--- src/rtl/mul_arbiter.sv ---
// Two-port round-robin arbiter in front of one shared multiplier.
// One operation is in flight at a time; its operands are held until the response cycle.
module mul_arbiter #(
  parameter int OP_W = 3
) (
  input  logic            clk,
  input  logic            resetn,
  input  logic            req0_valid,
  input  logic [31:0]     req0_factor1,
  input  logic [31:0]     req0_factor2,
  input  logic [OP_W-1:0] req0_op,
  output logic            req0_ready,
  output logic [31:0]     req0_product,
  input  logic            req1_valid,
  input  logic [31:0]     req1_factor1,
  input  logic [31:0]     req1_factor2,
  input  logic [OP_W-1:0] req1_op,
  output logic            req1_ready,
  output logic [31:0]     req1_product,
  output logic            mul_valid,
  output logic [31:0]     mul_factor1,
  output logic [31:0]     mul_factor2,
  output logic [OP_W-1:0] mul_op,
  input  logic [31:0]     mul_product,
  input  logic            mul_ready,
  output logic            busy,
  output logic            grant_id
);

  typedef enum logic [3:0] {
    ST_IDLE  = 4'b0001,
    ST_ISSUE = 4'b0010,
    ST_WAIT  = 4'b0100,
    ST_RESP  = 4'b1000
  } state_t;

  state_t          state_r;
  state_t          state_nxt_s;
  logic            last_grant_r;
  logic            grant_r;
  logic            pick_s;
  logic            grant_en_s;
  logic            capture_s;
  logic [31:0]     fac1_r;
  logic [31:0]     fac2_r;
  logic [OP_W-1:0] op_r;
  logic [31:0]     prod0_r;
  logic [31:0]     prod1_r;
  logic            mul_valid_r;
  logic            busy_r;
  logic            ready0_r;
  logic            ready1_r;

  // Round-robin choice: on a tie the port not granted last time wins.
  always_comb begin
    pick_s = 1'b0;
    if (req0_valid && req1_valid) begin
      pick_s = ~last_grant_r;
    end else if (req1_valid) begin
      pick_s = 1'b1;
    end else begin
      pick_s = 1'b0;
    end
  end

  // Next-state and per-state strobes.
  always_comb begin
    state_nxt_s = state_r;
    grant_en_s  = 1'b0;
    capture_s   = 1'b0;
    case (state_r)
      ST_IDLE: begin
        if (req0_valid || req1_valid) begin
          state_nxt_s = ST_ISSUE;
          grant_en_s  = 1'b1;
        end else begin
          state_nxt_s = ST_IDLE;
        end
      end
      ST_ISSUE: state_nxt_s = ST_WAIT;
      ST_WAIT: begin
        if (mul_ready) begin
          state_nxt_s = ST_RESP;
          capture_s   = 1'b1;
        end else begin
          state_nxt_s = ST_WAIT;
        end
      end
      ST_RESP: state_nxt_s = ST_IDLE;
      default: state_nxt_s = ST_IDLE;
    endcase
  end

  // State, grant bookkeeping, operand holding and registered strobes.
  always_ff @(posedge clk or negedge resetn) begin
    if (!resetn) begin
      state_r      <= ST_IDLE;
      last_grant_r <= 1'b1;
      grant_r      <= 1'b0;
      fac1_r       <= 32'd0;
      fac2_r       <= 32'd0;
      op_r         <= '0;
      mul_valid_r  <= 1'b0;
      busy_r       <= 1'b0;
      ready0_r     <= 1'b0;
      ready1_r     <= 1'b0;
    end else begin
      state_r     <= state_nxt_s;
      mul_valid_r <= (state_nxt_s == ST_ISSUE);
      busy_r      <= (state_nxt_s != ST_IDLE);
      ready0_r    <= (state_nxt_s == ST_RESP) && !grant_r;
      ready1_r    <= (state_nxt_s == ST_RESP) && grant_r;
      if (grant_en_s) begin
        grant_r      <= pick_s;
        last_grant_r <= pick_s;
        fac1_r       <= pick_s ? req1_factor1 : req0_factor1;
        fac2_r       <= pick_s ? req1_factor2 : req0_factor2;
        op_r         <= pick_s ? req1_op : req0_op;
      end
    end
  end

  // Per-requester result registers; only the granted one is written.
  always_ff @(posedge clk or negedge resetn) begin
    if (!resetn) begin
      prod0_r <= 32'd0;
      prod1_r <= 32'd0;
    end else if (capture_s) begin
      if (grant_r) begin
        prod1_r <= mul_product;
      end else begin
        prod0_r <= mul_product;
      end
    end
  end

  assign mul_valid    = mul_valid_r;
  assign mul_factor1  = fac1_r;
  assign mul_factor2  = fac2_r;
  assign mul_op       = op_r;
  assign busy         = busy_r;
  assign grant_id     = grant_r;
  assign req0_ready   = ready0_r;
  assign req1_ready   = ready1_r;
  assign req0_product = prod0_r;
  assign req1_product = prod1_r;

endmodule

--- config.mk ---
export PLATFORM = sky130hd
export DESIGN_NAME = mul_arbiter
export DESIGN_NICKNAME = d
export VERILOG_FILES = /design/src/rtl/mul_arbiter.sv
export SDC_FILE = /design/constraint.sdc
export NUM_CORES = 1
export LEC_CHECK = 0
export ABC_AREA = 1
export BUFFER_PORTS_ARGS = -buffer_cell sky130_fd_sc_hd__buf_2
export CORE_MARGIN = 2
export CORE_UTILIZATION = 36
export DETAILED_ROUTE_END_ITERATION = 12
export PLACE_DENSITY_LB_ADDON = 0.3
export SLEW_MARGIN = 10
export SYNTH_ARGS = -nofsm -noshare
export SYNTH_HDL_FRONTEND = slang
export SYNTH_SLANG_ARGS = --single-unit
--- constraint.sdc ---
create_clock -name clk -period 1.8 [get_ports clk]
set_input_delay 0.18 -clock clk [delete_from_list [all_inputs] [get_ports clk]]
set_output_delay 0.18 -clock clk [all_outputs]
set_load 0.02 [all_outputs]
Word-level counts from Yosys, hierarchy flattened
Index checks and enable logic that the tools add are counted.
- register bits after elaboration: 141
- latch bits: 0
- RAM bits: 0
- ROM bits: 0
- input bits: 171
- output and inout port bits: 136
- logic and storage cells: 39
- memories: 0
- $add $sub $neg: 0
- multiply operators: 0
- div/mod/pow operators: 0
- magnitude comparators: 0
- equal/unequal tests: 6
- shifts and indexed selects: 0
- muxes and demuxes: 12
- bitwise logic cells: 2
- reductions and logical operators: 7
- operator list (operator ; count):
    two-way mux 32 bit ; 2
    one-hot mux 4 bit (3 select lines) ; 1
    equality test 4 x 2 -> 1 bit, second input constant ; 2
    two-way mux 1 bit ; 6
    equality test 4 x 1 -> 1 bit, second input constant ; 1
    equality test 4 x 3 -> 1 bit, second input constant ; 1
    equality test 4 bit, second input constant ; 1
    two-way mux 4 bit ; 1
    != test 4 x 1 -> 1 bit, second input constant ; 1
    AND reduction 2 bit ; 2
    logical AND 1 bit ; 3
    two-way mux 3 bit ; 1
    two-way mux 2 bit ; 1
    NOT 1 bit ; 2
    logical NOT 1 bit ; 1
    logical OR 1 bit ; 1

Depth between registers and ports, before layout
Gate-level depths: netlist of run 1.
- depth in word-level cells: 5
- mapped depth: 8
- gate-level depth less buffers: 6

Least setup slack after synthesis of run 1
Ideal clock, no wire load.
- path type: reg-to-reg
- start point: register grant_r (netlist: grant_id)
- end point: register prod0_r[10] (netlist: req0_product[10])
- library setup time: 0.119 ns
- data arrival time: 1.223 ns
- required time: 1.681 ns
- setup slack: 0.458 ns
- cell stages (with the launch flop): 7
- path buffers: 2
- clock period less this slack: 1.342 ns
- cell sequence: dfrtp_1 > buf_2 > inv_1 > nand4_1 > buf_2 > nand2_1 > nand2_1
- word-level cells in the longest chain between the ends: 2
- RTL lines (what ; RTL line ; RTL):
    from (decl) ; 40 ; logic grant_r;
    from (signal assigned) ; 114 ; grant_r <= pick_s;
    NOT 1 bit (no source line) ; -- ;
    AND reduction 2 bit (no source line) ; -- ;
    to (signal assigned) ; 132 ; prod0_r <= mul_product;
    to (decl) ; 47 ; logic [31:0] prod0_r;
Every way passes these cells.
A chain may end at the register's enable or synchronous reset.

Worst setup path in the final report of run 1
- start point: register grant_r (netlist: grant_id)
- end point: output grant_id
- RTL lines (what ; RTL line ; RTL):
    to (decl) ; 27 ; output logic grant_id
No word-level cell between the ends.

==> impl_results.md, run 1 <==
* Crit. End Element: primary output
* Period minus WS final at 1.54 ns
* First-pass GRT wire length at 32.2 mm
* Port buffer count at 306
* Clk buf depth at 2
* Initial Util at 36.4%
* Async S/R FF share, synth at 100%
* Routed vias at 6507
* Die width at 138 um
* Critical Path RT at 1.62 ns
* Core area at 17800 um2
* Routed Antenna Nets at 0
* Cell family with most CP delay: buffers and inverters
* Rows at 49
* Minimum hold slack at 0.0260 ns
* Crit-path cells: buf_4, buf_2
* Max Fclk at 649 MHz
* H-tree levels at 4
* Clock Sinks at 141
* Design Area, Final at 8840 um2
* Synth Instances at 833
* Yosys warnings at 0
* Clk pin slew, worst setup/hold paths at 0.06 ns
* Lkg Pwr at 5.34 nW
* Die height at 138 um
* Clk_lat worst skew at 0.42 ns
* TritonCTS Buffers at 17
* Full die area at 19100 um2
* Status: completed
* Synth Cell Area at 6490 um2
* Post-route DRC violation count at 0
* Worst reg2reg path depth at 6
* Yosys reg bits at 141
* Area grow syn2layout at 36.2%
* Setup TNS at 0 ns
* IO Count at 307
* WL/cell at 14.5 um
* Fillers at 1809
* Worst VDD drop at 0.000827 V
* Area contributors post-synth: dfrtp_1, nand2_1, nand4_1
* Largest net degree at the start of global routing at 65
* Clock root cell: clkbuf_16
* Final Max Slew Viols at 0
* Critical Path Fanout Max at 26
* Cell Area, Placed at 8260 um2
* Placer Congestion at 0.841
* Cell with the most instances after synthesis: nand2_1
* Tot GR Track Use at 20.8%
* Clk_skew at 0.0120 ns
* Worst Path Buf+Inv at 2
* Mapped Nets at 1004
* RSZ-0062 raised after global routing: false
* 1st-pass router iterations at 4
* Critical path arrival at 1.36 ns
* Routed WL at 19.7 mm
* Endpoints failing setup at 0
* Worst Hold Path Cells at 3
* Tot Pwr at 15.7 mW
* EDFF count, synth at 0
* HPWL Detailed at 13.8 mm
* Initial antenna violation count at 1
* Max incr delay on CP at 0.40 ns
* Avg Cell Area, Syn at 7.79 um2
* Seq/Total Area, Yosys at 54.4%
* Min-delay worst type: in -> reg
* Period utilisation layout at 85.6%
* Worst rel slew slack at 59.8%
* Number of max-cap violations at 0
* Number of global-route vias before repair at 6214
* Worst-Margin Slew at 0.603 ns
* Final Hold Fails at 0
* Top cells by count, synth: nand2_1, dfrtp_1, nand3_1
* Top_reg_cell synth: dfrtp_1
* Vias per cell at 4.78
* GRT overflow at 0
* Startpoint types: flop
* Synth area leader: dfrtp_1
* DRT iter0 DRCs at 281
* Yosys cell types at 16
* Post-layout util at 49.5%
* Fraction of layout instances using a drive strength above 1 at 32.7%
* Critical setup path kind: reg -> out
* Post_cts resized at 0
* CTS tree: built
* Critical Path Slowest Stage Cell: dfrtp_1
* PD cells at 1780 nW/um2
* Yosys top cell area share at 53.6%
* Nets at 1288
* Cell count along the critical path at 2
[tightest hold or removal path: cells and delay by family]
family | cells | cell delay (ns)
buf+inv | 1 | 0.10
simple gates | 2 | 0.11
[layer usage]
| metal | global-route usage [%] | share of wire (%) | up-vias |
|---|---|---|---|
| met1 | 26.9 | 42 | 2991 |
| met4 | 6.66 | 1.6 | 0 |
| met2 | 34.0 | 49 | 262 |
| met3 | 5.72 | 7.8 | 18 |
| met5 | 0 | 0 | - |
| li1 | - | - | 3236 |
[sequential cells by signal, summed over array words and instances (netlist names)]
register      cells
req0_product     32
busy              1
mul_valid         1
last_grant_r      1
mul_factor2      32
grant_id          1
mul_factor1      32
req1_product     32
mul_op            3
req0_ready        1
req1_ready        1
state_r           4
[kinds of logic (layout without fill, tap and decap cells)]
kind of cell | after synthesis | in the layout | synth area share (%)
AND/OR/NAND/NOR | 618 | 618 | 40.0
flip-flops | 141 | 141 | 54.4
buffers and inverters | 73 | 370 | 5.48
AO/OA/AOI/OAI | 1 | 1 | 0.0771
other | 0 | 1 | 0
[final cells by class]
cell class              count  area (um2)  area share [%]
multi-input cells         619        2620            29.6
clock buffers              19         453            5.13
repair buffers            328        1790            20.3
clock inverters            13         114            1.29
well taps                 229         287            3.24
flip-flops and latches    141        3530            40.0
inverters                  10        37.5           0.425
diodes                      1        2.50          0.0283
[layout by cell type, fill, tap and decap left out]
master and instances:
buf_12 7, buf_2 305, buf_4 14, buf_6 1
bufinv_16 1, clkbuf_16 17, clkbuf_8 2, clkinv_2 5
clkinv_4 1, clkinvlp_4 2, dfrtp_1 139, dfstp_2 2
diode_2 1, dlygate4sd3_1 1, inv_1 9, inv_2 1
inv_6 4, nand2_1 471, nand2_2 2, nand3_1 69
nand3b_2 1, nand4_1 67, nor2_1 3, nor2_2 2
nor2_4 3, o21ai_0 1
[what timing repair did]
| action | 4_1_cts | 5_1_grt |
|---|---|---|
| setup buffers | 0 | 0 |
| hold buffers | 1 | 0 |
| endpoints found under the hold margin | 45 | 0 |
| endpoints found under the setup margin | 0 | 0 |
[path summary, 6_finish.rpt]
kind / from / to / slack (ns)
min in group asynchronous: resetn / req1_product[3] / 0.30
min: mul_product[30] / req0_product[30] / 0.03
max reg2reg: state_r[0] / mul_factor2[7] / 0.35
max in group asynchronous: resetn / last_grant_r / 0.89
max: grant_id / grant_id / 0.26
min reg2reg: last_grant_r / last_grant_r / 0.47
[report_power, final]
part           switching, mW  internal [mW]  total, mW
clock                   1.39           1.98       3.37
combinational           4.74           2.19       6.93
sequential             0.764           4.63       5.39
total                   6.90           8.79       15.7
[metrics by stage]
step                      worst slack (ns)  instances
after global routing                 0.207       1359
after detailed placement             0.347       1326
after global placement               0.381       1326
final                                0.259       1360
after CTS                            0.242       1359
after floorplan                      0.458        833
Note: power is estimated with default switching activity, not from simulation.
==> run 2, diff against run 1 <==
--- a/config.mk
+++ b/config.mk
@@ -8,4 +8,5 @@
 export ABC_AREA = 1
 export BUFFER_PORTS_ARGS = -buffer_cell sky130_fd_sc_hd__buf_2
+export CORE_ASPECT_RATIO = 1.5
 export CORE_MARGIN = 2
 export CORE_UTILIZATION = 36
==> constraint.sdc (replaced) <==
create_clock -name clk -period 1.45 [get_ports clk]
set_input_delay 0.29 -clock clk [delete_from_list [all_inputs] [get_ports clk]]
set_output_delay 0.29 -clock clk [all_outputs]
set_load 0.02 [all_outputs]
==> run 2 against run 1 <==
Against the previous run:
- sequential share of layout area shrank 1.2 points
- power up 30%
- critical path type is now reg -> reg
- core utilization grew 1.7 points
- final cell count decreased by 0.22%
- flip-flop and latch count unchanged
- non-clock buffer count is 10 higher
- hold slack improved by 0.11 ns
- sequential power is 24% higher
==> impl_results.md, run 2 (synthesis results as in run 1) <==
* Core area at 17800 um2
* Number of max-cap violations at 0
* Fraction of layout instances using a drive strength above 1 at 33.5%
* Routed WL at 20.1 mm
* Die width at 114 um
* Final Max Slew Viols at 0
* Final Hold Fails at 0
* Placed cell count at 1316
* Routed Antenna Nets at 0
* Initial Util at 36.5%
* Endpoints failing setup at 0
* Most frequent cells in the layout: nand2_1, buf_2, dfrtp_1
* Clk pwr share at 21.3%
* Diodes inserted at 0
* RSZ-0062 raised after global routing: true
* H-tree levels at 4
* Initial antenna violation count at 1
* Met3 usage at 4.68%
* Worst-Margin Slew at 0.380 ns
* Max Fclk at 712 MHz
* Post-layout util at 51.2%
* Tot GR Track Use at 20.7%
* Number of global-route vias before repair at 6241
* Clk buf depth at 2
* Post-route DRC violation count at 0
* Min-delay worst type: in -> reg
* Nets at 1298
* 1st-pass router iterations at 4
* Full die area at 19100 um2
* Period utilisation layout at 96.9%
* Switching Share at 43.6%
* Die height at 168 um
* Grt met1 use at 24.1%
* Rows at 60
* Worst R2R Start: state_r[0]
* Sequential share of power at 32.9%
* Period minus WS final at 1.40 ns
* Switching pwr at 8.90 mW
* Critical Path RT at 1.79 ns
* GRT busiest layer: met2
* Clk_skew at 0.0198 ns
* Status: completed
* IO Count at 307
* Lkg Pwr at 5.47 nW
* Clock Sinks at 141
* Combinational fraction of design power at 45.8%
* Clk_lat worst skew at 0.41 ns
* WL/cell at 14.8 um
* Worst VDD drop at 0.000948 V
* Crit. End Element: flop
* Area grow syn2layout at 40.4%
* Clk pin slew, worst setup/hold paths at 0.07 ns
* Largest net degree at the start of global routing at 69
* Critical Path Fanout Max at 23
* Placer Congestion at 0.811
* Critical setup path kind: reg -> reg
* Critical path arrival at 1.75 ns
* PD cells at 2240 nW/um2
* Worst Hold Path Cells at 3
* Port buffer count at 306
* CTS tree: built
* Layout Cells excl Fill at 1357
* Commonest non-fill, non-tap cell in the layout: nand2_1
* First-pass GRT wire length at 31.6 mm
* Clock root cell: clkbuf_16
* Vias per cell at 4.83
* Internal at 11.5 mW
* Critical path origin: state_r[0]
* TritonCTS Buffers at 17
* Startpoint types: flop
* HPWL Detailed at 13.6 mm
* DRT iter0 DRCs at 389
* Hold path start: mul_product[9]
* Routed vias at 6556
* M2 GR Usage at 37.5%
* GRT overflow at 0
* Worst rel slew slack at 74.7%
* Worst reg2reg path depth at 7
-- run 2: metrics by stage --
stage	setup slack, ns	power, mW	TNS (ns)	hold slack, ns	area, um2
final	0.0455	20.4	0	0.139	9110
after global routing	-0.0713	21.8	-1.79	0.133	9110
after CTS	0.0151	20.6	0	0.117	9070
after detailed placement	-0.00982	15.7	-0.0115	0.207	8370
after global placement	0.0395	15.6	0	0.205	8370
after floorplan	0.108	12.2	0	-0.00559	6490
-- run 2: path summary, 6_finish.rpt --
check | end | slack (ns)
worst max-delay path | mul_factor2[13] | 0.05
max in group asynchronous | req1_product[23] | 0.60
worst min-delay path | req1_product[9] | 0.14
worst max register to register | mul_factor2[13] | 0.05
min in group asynchronous | mul_factor2[24] | 0.33
worst min register to register | req0_product[21] | 0.47
-- run 2: layout make-up --
type / count / area [um2]
Tap cell: 217 / 272
Timing Repair Buffer: 338 / 2050
Multi-Input combinational cell: 619 / 2630
Inverter: 10 / 37.5
Clock inverter: 14 / 149
Fill cell: 1794 / 8680
Sequential cell: 141 / 3530
Clock buffer: 18 / 439
-- run 2: critical path: stages, from the launching register on --
cell	delay (ns)
dfstp_2	0.53
inv_2	0.05
nor2_4	0.11
nand2_2	0.08
nor2_4	0.13
bufbuf_16	0.32
nand2_1	0.06
nand2_1	0.05
-- run 2: layer usage --
metal  part of all wire (%)  vias to the layer above
li1                       -                     3261
met1                     39                     3036
met2                     53                      228
met3                    5.7                       29
met4                    2.1                        2
met5                  0.035                        -
-- run 2: power by group through the flow --
stage	sequential [mW]	combinational (mW)	clock (mW)
final	6.71	9.36	4.35
after global routing	6.90	10.3	4.65
after CTS	6.71	9.37	4.49
after detailed placement	6.72	8.98	0
after global placement	6.72	8.84	0
after floorplan	8.79	3.38	0
-- run 2: what timing repair did --
| action | CTS | global route |
|---|---|---|
| hold endpoints to repair | 25 | 0 |
| buffers inserted | 3 | 2 |
| hold buffers | 1 | 0 |
| setup endpoints to repair | 16 | 61 |
| pin swaps | 0 | 0 |
| gates resized for setup | 5 | 0 |
| cloned | 2 | 1 |
==> run 3, diff against run 2 <==
- CORE_UTILIZATION: 36 -> 35
==> run 3 against run 2 <==
Against the previous run:
- clock power fell by 2%
- register-to-register slack worse by 0.03 ns
- count of clock-buffer cells in the layout up 1
- global-route usage fell by 0.16 points
- non-clock buffer count rose by 9
- worst setup slack got worse by 0.034 ns
- combinational power grew 4.1%
- sequential share of layout area down 0.96 points
- power rose by 1.4%
- critical endpoint is now mul_factor2[31]
- largest cell class unchanged
==> impl_results.md, run 3 (synthesis results as in run 1) <==
* Worst r2r dst: mul_factor2[31]
* Initial antenna violation count at 0
* Setup TNS at 0 ns
* WL/cell at 14.8 um
* H-tree levels at 4
* Internal at 11.7 mW
* M2 GR Usage at 36.0%
* Minimum hold slack at 0.133 ns
* Die height at 171 um
* TritonCTS Buffers at 17
* Worst R2R Start: state_r[0]
* Critical Path Fanout Max at 10
* RSZ-0062 raised after global routing: true
* Critical Path RT at 1.80 ns
* Tot GR Track Use at 20.6%
* Switching Share at 43.4%
* Rows at 61
* Critical setup path kind: reg -> reg
* Crit-path cells: inv_2, nor2_4, nand2_2, nor2_4, buf_6, clkbuf_16, nand2_1, nand2_1
* Final Max Slew Viols at 0
* Clock root cell: clkbuf_16
* Number of max-cap violations at 0
* Placer Congestion at 0.822
* Worst-Margin Slew at 0.443 ns
* Critical path arrival at 1.78 ns
* Met3 usage at 4.96%
* HPWL Detailed at 14.3 mm
* Period utilisation layout at 99.2%
* Die width at 115 um
* GRT overflow at 0
* Clk buf depth at 2
* Critical path origin: state_r[0]
* IO Count at 307
* Lkg Pwr at 5.54 nW
* Startpoint types: flop
* Status: completed
* DRT iter0 DRCs at 382
* CTS tree: built
* Clk_lat worst skew at 0.42 ns
* Core area at 18400 um2
* GRT busiest layer: met2
* R2R setup slack at 0.01 ns
* Placed cell count at 1359
* Initial Util at 35.3%
* Routed vias at 6566
* Combinational fraction of design power at 47.0%
* Vias per cell at 4.69
* Routed Antenna Nets at 0
* Max Fclk at 695 MHz
* Port buffer count at 306
* 1st-pass router iterations at 5
* Largest net degree at the start of global routing at 51
* Nets at 1307
* Cell Area, Placed at 8470 um2
* Commonest non-fill, non-tap cell in the layout: nand2_1
* Endpoints failing setup at 0
* Cell count along the critical path at 8
* Clk pwr share at 20.6%
* Switching pwr at 8.98 mW
* Worst rel slew slack at 70.4%
* Fraction of layout instances using a drive strength above 1 at 36.2%
* Clock Sinks at 141
* Grt met1 use at 24.2%
* Clk pin slew, worst setup/hold paths at 0.07 ns
* Tot Pwr at 20.7 mW
* Sequential share of power at 32.3%
* Worst VDD drop at 0.000909 V
* Min-delay worst type: in -> reg
* Full die area at 19700 um2
* Critical Path Slowest Stage Cell: dfstp_2
* Routed WL at 20.7 mm
* Worst reg2reg path depth at 8
* Design Area, Final at 9340 um2
* Number of global-route vias before repair at 6470
* PD cells at 2220 nW/um2
* Crit. End Element: flop
* First-pass GRT wire length at 31.9 mm
* Area grow syn2layout at 43.9%
* Final Hold Fails at 0
* Period minus WS final at 1.44 ns
* Clk_skew at 0.0140 ns
* Post-route DRC violation count at 0
* Layout Cells excl Fill at 1401
* Most frequent cells in the layout: nand2_1, buf_2, dfrtp_1
* End point of the critical path: mul_factor2[31]
* Cell family with most CP delay: flip-flops
* Worst Path Buf+Inv at 3
* Max incr delay on CP at 0.54 ns
-- run 3: cell count changes in the layout (fill, tap and decap cells not counted), sizes merged --
cell      before  now
buf          334  343
inv           19   12
clkinvlp       4    5
bufinv         1    2
bufbuf         2    0
clkinv         0    3
clkbuf        19   22
diode          0    1
-- run 3: how the worst min path moves through the flow --
stage / cells after the start / slack (ns) / end / start
floorplan: 0 / -0.006 / busy / resetn
global placement: 1 / 0.26 / mul_factor1[11] / resetn
detailed placement: 1 / 0.26 / mul_factor1[11] / resetn
CTS: 3 / 0.12 / req1_product[7] / mul_product[7]
global route: 3 / 0.13 / req0_product[11] / mul_product[11]
finish: 3 / 0.13 / req1_product[7] / mul_product[7]
-- run 3: repair_timing --
action                                 4_1_cts  5_1_grt
hold buffers                                 1        0
setup endpoints to repair                    1       67
pin swaps                                    0       10
cloned                                       0        5
buffers inserted                             1        3
gates resized for setup                      1       43
endpoints found under the hold margin       33        0
-- run 3: worst reg2reg max path: cells and delay by family (launching register included) --
kind,cells,cell delay [ns]
buffers and inverters,3,0.36
flip-flops,1,0.54
AND/OR/NAND/NOR,5,0.49
-- run 3: power groups by stage --
stage	sequential (mW)	clock, mW	combinational [mW]
after floorplan	8.79	0	3.38
after global placement	6.71	0	8.79
after detailed placement	6.70	0	8.94
after CTS	6.70	4.36	8.96
after global routing	6.92	4.54	10.7
final	6.70	4.27	9.74
-- run 3: cell type report --
cell class | instances | area, um2
clock inverters | 12 | 141
multi-input cells | 619 | 2720
flip-flops and latches | 141 | 3530
repair buffers | 347 | 2150
well taps | 252 | 315
inverters | 10 | 37.5
clock buffers | 19 | 433
diodes | 1 | 2.50
fillers | 1845 | 9060
-- run 3: stage by stage --
| stage | worst slack, ns | utilization, % |
|---|---|---|
| after floorplan | 0.108 | - |
| after global placement | 0.0872 | 46.1 |
| after detailed placement | 0.0315 | 46.1 |
| after CTS | 0.0157 | 49.3 |
| after global routing | -0.0569 | 50.8 |
| final | 0.0118 | 50.8 |
-- run 3: per-layer routing --
metal,share of wire (%),vias up
li1,-,3275
met1,40,3028
met2,52,229
met3,5.7,34
met4,2.6,0
met5,0,-
